==> config.mk <==
export PLATFORM = sky130hd
export DESIGN_NAME = mips_cpu_core
export DESIGN_NICKNAME = d
export VERILOG_FILES = /design/src/rtl/mips_cpu_core.sv
export SDC_FILE = /design/constraint.sdc
export NUM_CORES = 2
export LEC_CHECK = 0
export CELL_PAD_IN_SITES_DETAIL_PLACEMENT = 0
export CELL_PAD_IN_SITES_GLOBAL_PLACEMENT = 1
export CORE_ASPECT_RATIO = 0.6
export CORE_UTILIZATION = 50
export DETAILED_ROUTE_END_ITERATION = 10
export PLACE_DENSITY_LB_ADDON = 0.1
export SETUP_SLACK_MARGIN = 0.2
export SYNTH_ARGS = -nofsm -noshare
export SYNTH_HDL_FRONTEND = slang
export SYNTH_SLANG_ARGS = --single-unit
==> constraint.sdc <==
create_clock -name Clock -period 52.1 [get_ports Clock]
set_input_delay 10.42 -clock Clock [delete_from_list [all_inputs] [get_ports Clock]]
set_output_delay 10.42 -clock Clock [all_outputs]
set_load 0.005 [all_outputs]
==> src/rtl/mips_cpu_core.sv <==
// Single-cycle 32-bit MIPS integer core: PC, 32x32 register file, ALU and decode.
// Instruction and data memories are external; all outputs are combinational from PC, GPRs and Instruction.
module mips_cpu_core #(
  parameter logic [31:0] PC_RESET = 32'h0000_0000
) (
  input  logic        Clock,
  input  logic        Reset,
  input  logic [31:0] Instruction,
  input  logic [31:0] DataToWd,
  output logic [31:0] ALU_result,
  output logic [31:0] Ext_Imm,
  output logic [31:0] addr,
  output logic [31:0] Out1,
  output logic [31:0] Out2,
  output logic        MemWrite,
  output logic        MemtoReg
);

  typedef enum logic [5:0] {
    OP_RTYPE = 6'h00, OP_J     = 6'h02, OP_JAL   = 6'h03, OP_BEQ  = 6'h04,
    OP_BNE   = 6'h05, OP_ADDI  = 6'h08, OP_ADDIU = 6'h09, OP_SLTI = 6'h0A,
    OP_SLTIU = 6'h0B, OP_ANDI  = 6'h0C, OP_ORI   = 6'h0D, OP_XORI = 6'h0E,
    OP_LUI   = 6'h0F, OP_LW    = 6'h23, OP_SW    = 6'h2B
  } opcode_e;

  typedef enum logic [5:0] {
    FN_SLL = 6'h00, FN_SRL = 6'h02, FN_SRA = 6'h03, FN_JR   = 6'h08,
    FN_ADD = 6'h20, FN_ADDU = 6'h21, FN_SUB = 6'h22, FN_SUBU = 6'h23,
    FN_AND = 6'h24, FN_OR  = 6'h25, FN_XOR = 6'h26, FN_NOR  = 6'h27,
    FN_SLT = 6'h2A, FN_SLTU = 6'h2B
  } funct_e;

  logic [31:0] r_pc;
  logic [31:0] r_gpr [32];

  logic [5:0]  w_op, w_funct;
  logic [4:0]  w_rs, w_rt, w_rd, w_shamt;
  logic [15:0] w_imm;
  logic [25:0] w_target;
  logic [31:0] w_pc4, w_rs_val, w_rt_val, w_ext, w_alu;
  logic [31:0] w_wr_data, w_next_pc;
  logic [4:0]  w_wr_idx;
  logic        w_wr_en, w_mem_wr, w_mem_to_reg;

  assign w_op     = Instruction[31:26];
  assign w_rs     = Instruction[25:21];
  assign w_rt     = Instruction[20:16];
  assign w_rd     = Instruction[15:11];
  assign w_shamt  = Instruction[10:6];
  assign w_funct  = Instruction[5:0];
  assign w_imm    = Instruction[15:0];
  assign w_target = Instruction[25:0];

  assign w_pc4    = r_pc + 32'd4;
  assign w_rs_val = (w_rs == 5'd0) ? '0 : r_gpr[w_rs];
  assign w_rt_val = (w_rt == 5'd0) ? '0 : r_gpr[w_rt];

  // Only the logical immediates are zero-extended; sltiu compares against the sign-extended value.
  assign w_ext = (w_op == OP_ANDI || w_op == OP_ORI || w_op == OP_XORI)
               ? {16'h0000, w_imm} : {{16{w_imm[15]}}, w_imm};

  always_comb begin
    w_alu        = '0;
    w_wr_en      = 1'b0;
    w_wr_idx     = w_rt;
    w_mem_wr     = 1'b0;
    w_mem_to_reg = 1'b0;
    w_next_pc    = w_pc4;
    case (w_op)
      OP_RTYPE: begin
        w_wr_idx = w_rd;
        w_wr_en  = 1'b1;
        case (w_funct)
          FN_ADD, FN_ADDU: w_alu = w_rs_val + w_rt_val;
          FN_SUB, FN_SUBU: w_alu = w_rs_val - w_rt_val;
          FN_AND:  w_alu = w_rs_val & w_rt_val;
          FN_OR:   w_alu = w_rs_val | w_rt_val;
          FN_XOR:  w_alu = w_rs_val ^ w_rt_val;
          FN_NOR:  w_alu = ~(w_rs_val | w_rt_val);
          FN_SLT:  w_alu = {31'b0, $signed(w_rs_val) < $signed(w_rt_val)};
          FN_SLTU: w_alu = {31'b0, w_rs_val < w_rt_val};
          FN_SLL:  w_alu = w_rt_val << w_shamt;
          FN_SRL:  w_alu = w_rt_val >> w_shamt;
          FN_SRA:  w_alu = $unsigned($signed(w_rt_val) >>> w_shamt);
          FN_JR: begin
            w_wr_en   = 1'b0;
            w_next_pc = w_rs_val;
          end
          default: w_wr_en = 1'b0;
        endcase
      end
      OP_ADDI, OP_ADDIU: begin w_alu = w_rs_val + w_ext; w_wr_en = 1'b1; end
      OP_SLTI:  begin w_alu = {31'b0, $signed(w_rs_val) < $signed(w_ext)}; w_wr_en = 1'b1; end
      OP_SLTIU: begin w_alu = {31'b0, w_rs_val < w_ext}; w_wr_en = 1'b1; end
      OP_ANDI:  begin w_alu = w_rs_val & w_ext; w_wr_en = 1'b1; end
      OP_ORI:   begin w_alu = w_rs_val | w_ext; w_wr_en = 1'b1; end
      OP_XORI:  begin w_alu = w_rs_val ^ w_ext; w_wr_en = 1'b1; end
      OP_LUI:   begin w_alu = {w_imm, 16'h0000}; w_wr_en = 1'b1; end
      OP_LW: begin
        w_alu        = w_rs_val + w_ext;
        w_wr_en      = 1'b1;
        w_mem_to_reg = 1'b1;
      end
      OP_SW: begin
        w_alu    = w_rs_val + w_ext;
        w_mem_wr = 1'b1;
      end
      OP_BEQ, OP_BNE: begin
        w_alu = w_rs_val - w_rt_val;
        if ((w_alu == '0) == (w_op == OP_BEQ))
          w_next_pc = w_pc4 + {w_ext[29:0], 2'b00};
      end
      OP_J: w_next_pc = {w_pc4[31:28], w_target, 2'b00};
      OP_JAL: begin
        w_wr_en   = 1'b1;
        w_wr_idx  = 5'd31;
        w_next_pc = {w_pc4[31:28], w_target, 2'b00};
      end
      default: ;
    endcase
  end

  assign w_wr_data = (w_op == OP_JAL) ? w_pc4 : (w_mem_to_reg ? DataToWd : w_alu);

  always_ff @(posedge Clock or posedge Reset) begin
    if (Reset) begin
      r_pc <= PC_RESET;
      for (int unsigned i = 0; i < 32; i++) r_gpr[i] <= '0;
    end else begin
      r_pc <= w_next_pc;
      if (w_wr_en && w_wr_idx != 5'd0) r_gpr[w_wr_idx] <= w_wr_data;
    end
  end

  assign addr       = r_pc;
  assign Out1       = w_rs_val;
  assign Out2       = w_rt_val;
  assign ALU_result = w_alu;
  assign Ext_Imm    = w_ext;
  assign MemWrite   = w_mem_wr;
  assign MemtoReg   = w_mem_to_reg;

endmodule

==> impl_metrics.csv <==
group,metric,value,unit
power,worst_ir_drop_vdd,0.0000250,V
setup_path,slowest_stage,"sky130_fd_sc_hd__o41ai_1",
sta,tightest_slew,1.60,ns
worst_hold_path,hold_path.startpoint,"r_gpr[1006]",
clocking,number_of_resized_instances_in_the_post_cts_repair_step,0,
sta,post-route-min-period,30.16,ns
global_route,globalRouteTotalUtil,46.4,%
floorplan,site_row_count,108,
yosys,synth_sequential_area_ratio,36.1,%
clocking,clk_root_buffer_cell,"sky130_fd_sc_hd__clkbuf_16",
setup_path,data_arrival_time_of_the_critical_path,19.74,ns
sta,maxSlewViolCount,8,
setup_path,slowest_delay,0.88,ns
sta,fin_setup_tns,0,ns
floorplan,io-pin-count,228,
sta,max_freq,33.2,MHz
setup_path,ff2ff_setup_slack,42.34,ns
placed_design,dp_hpwl,240,mm
setup_path,worst_r2r_endpoint,"addr[11]",
power,power-per-cell-area,28.8,nW/um^2
sta,finalHoldViolCount,0,
floorplan,design.core.area,145000,um^2
clocking,cts-htree-levels,3,
layout,finalNetCount,7546,
power,p_leak,0.0346,uW
worst_hold_path,hold_path_depth,0,
detailed_routing,initial_drt_pass_iterations,7,
yosys,yosys_register_bits,1056,
layout,finish.instance_area,80600,um^2
yosys,synth.lib_cells_used.distinct,112,
floorplan,floorplan.die_area,148000,um^2
setup_path,worst_path_dominant_cell_family,"compound AO/OA/AOI/OAI gates",
global_route,global_route.overflow_total,0,
clocking,cts_max_path_buffers,3,
floorplan,dieWidth,496,um
global_route,grt_max_degree,164,
global_route,first_global_vias,61700,
setup_path,worst-r2r-cell-count,20,
setup_path,required,41.68,ns
global_route,antenna_found_initial,35,
detailed_routing,drc,0,
detailed_routing,drtIter0Drc,11300,
global_route,grt_pass1_wl,483,mm
yosys,ys_async_sr_fraction,100,%
layout,layout.core_utilization,55.6,%
run_status,violated_checks,"max-capacitance violations, max-slew violations",
yosys,netlist_top_cells_area,"sky130_fd_sc_hd__dfrtp_1 (36%), sky130_fd_sc_hd__mux4_2 (17%), sky130_fd_sc_hd__nand2_1 (6.1%)",
clocking,clkLatencyLatePin,0.79,ns
setup_path,crit_path_cell_trace,"buf_8 > buf_4 > buf_12 > mux4_2 > mux2_2 > a221oi_1 > or3_1 > ha_1 > or2_2 > a211oi_1 > o21ai_1 > a2111oi_0 > buf_4 > o2111ai_1 > o211ai_1 > a21boi_1 > nor3_1 > nor4_1 > o41ai_1 > o2111ai_1 > clkdlybuf4s50_1",
floorplan,effective_utilization_at_floorplan,50.5,%
floorplan,die_h,298,um
clocking,numCtsBuffers,101,
setup_path,worstSetupEndpointType,"output pin",
detailed_routing,drtAntennaViolNets,0,
job,max_cap_violations,1,
yosys,area_fraction_of_the_dominant_cell_type_after_synthesis,36.1,%
layout,areaGrowthSynthToFinish,10.1,%
layout,drive_above_1_share,18.5,%
clocking,hold_buffers,0,
setup_path,worst-setup-path-type,"in2out",
yosys,synth_area_leader_cell,"sky130_fd_sc_hd__dfrtp_1",
sta,worst_skew,0.0682,ns
yosys,syn_avg_cell_area,9.86,um^2
yosys,post_synth_most_frequent_cells,"sky130_fd_sc_hd__nand2_1 (1188), sky130_fd_sc_hd__dfrtp_1 (1056), sky130_fd_sc_hd__o21ai_0 (756), sky130_fd_sc_hd__clkbuf_1 (540), sky130_fd_sc_hd__mux4_2 (540)",
sta,report.final.setup_viol,0,
worst_hold_path,holdCritPathClass,"reg2reg",
detailed_routing,drt_wl_total,346,mm
yosys,primary_flip_flop_cell_chosen_by_synthesis_mapping,"sky130_fd_sc_hd__dfrtp_1",
placed_design,dpl-instance-area,76800,um^2
setup_path,worstSetupStartpointType,"input pin",
clocking,tritoncts_clock_tree,"yes",
clocking,cts.sinks,1056,
detailed_routing,num_vias,67000,
run_status,status,"finished, violations left",
setup_path,worstPathMaxFanout,77,
yosys,yosys_warnings,0,
placed_design,gp_congestion,1.18,
setup_path,worstReg2RegStart,"r_gpr[389]",
detailed_routing,vias_per_cell,7.22,
detailed_routing,post_drt_wl_per_cell,37.3,um
setup_path,worstPathBufferInverterCount,5,
sta,fin_worst_hold_slack,0.400,ns
yosys,mappedNetlistArea,73200,um^2
yosys,yosys.cell_count.top_type,"sky130_fd_sc_hd__nand2_1",
placed_design,portBuffers,227,
clocking,cts_setup_buffers,0,
worst_hold_path,min_delay_worst_endpoint,"r_gpr[1006]",
placed_design,pre_cts_slack,22.47,ns
sta,setup_ws,21.94,ns
sta,grt_setup_unrepaired,"no",
yosys,synthesized_netlist_cell_count,7427,
sta,max-slew-margin-rel,-6.58,%
sta,min_period_over_period,57.9,%
yosys,synth_edf_count,0,
clocking,clkSlewWorstSetupHoldPaths,0.07,ns
yosys,post_syn_nets,7728,
cell usage in the layout, fill, tap and decap left out, drive strengths merged, types with 19 or more instances in the layout:
cell type      synthesis  final
nand2               1189   1189
dfrtp               1056   1056
o21ai                973    973
mux4                 543    543
nor2                 348    348
a21oi                286    286
buf                  206    252
mux2                 249    249
ha                   232    232
clkdlybuf4s50          0    209
mux2i                202    202
inv                  167    173
clkbuf               540    135
o31ai                125    125
nor3                 104    104
xnor2                 96     96
nand3                 86     86
o22ai                 81     81
a21o                  66     66
a211oi                55     55
a221oi                51     51
o211ai                45     45
a31oi                 44     44
o21bai                40     40
and3                  35     35
nand4                 35     35
nor2b                 35     35
or3                   34     34
o21a                  30     30
nor4                  29     29
xor2                  28     28
clkinv                 2     28
nand2b                27     27
o221ai                27     27
a22oi                 26     26
and2                  25     25
a211o                 22     22
bufinv                 0     19
o32ai                 19     19
o311ai                19     19
area by class of cell:
| class | instances | area, um^2 |
|---|---|---|
| fill | 12800 | 64400 |
| sequential | 1056 | 26400 |
| tap | 1925 | 2410 |
| clock buffer | 135 | 2880 |
| inverter | 169 | 649 |
| multi-input combinational | 5456 | 43200 |
| antenna | 18 | 45.0 |
| timing repair buffer | 461 | 4060 |
| clock inverter | 56 | 897 |
how the worst max path moves through the flow:
stage                          startpoint       endpoint  slack, ns  depth (start not counted)
after global routing      Instruction[16]  ALU_result[0]      21.72                         21
final                     Instruction[16]  ALU_result[0]      21.94                         21
after global placement    Instruction[16]  ALU_result[0]      22.49                         21
after detailed placement  Instruction[16]  ALU_result[0]      22.47                         21
after CTS                 Instruction[16]  ALU_result[0]      22.42                         21
after floorplan                     Reset        addr[0]      11.96                          1
registers in the layout, indices dropped and copies added (netlist names):
name   flops
addr      32
r_gpr   1024
cell families after synthesis:
logic type               Yosys count  synth area share [%]
multiplexers                     994                  23.3
AO/OA/AOI/OAI                   2086                  17.7
adder cells (fa/ha/maj)          235                  4.05
buffers and inverters            915                  5.48
XOR/XNOR                         124                  1.48
flip-flops                      1056                  36.1
AND/OR/NAND/NOR                 2017                  11.9
routing by layer:
metal | track usage [%] | share of wire, %
met5 | 4.70 | 0.26
met4 | 15.8 | 3.9
met3 | 22.6 | 17
met2 | 58.5 | 38
met1 | 67.5 | 41
power breakdown:
part           total (uW)  internal (uW)  switching, uW  leakage (uW)
clock                 846            487            360       0.00185
sequential            886            853           33.5        0.0146
combinational         591            205            386        0.0181
total                2320           1540            779        0.0346
stage by stage:
stage	total power, uW	cells
after floorplan	1220	7427
after global routing	2380	9260
after CTS	2300	9258
after detailed placement	1460	9067
after global placement	1450	9062
final	2320	9276
Note: power is estimated with default switching activity, not from simulation.
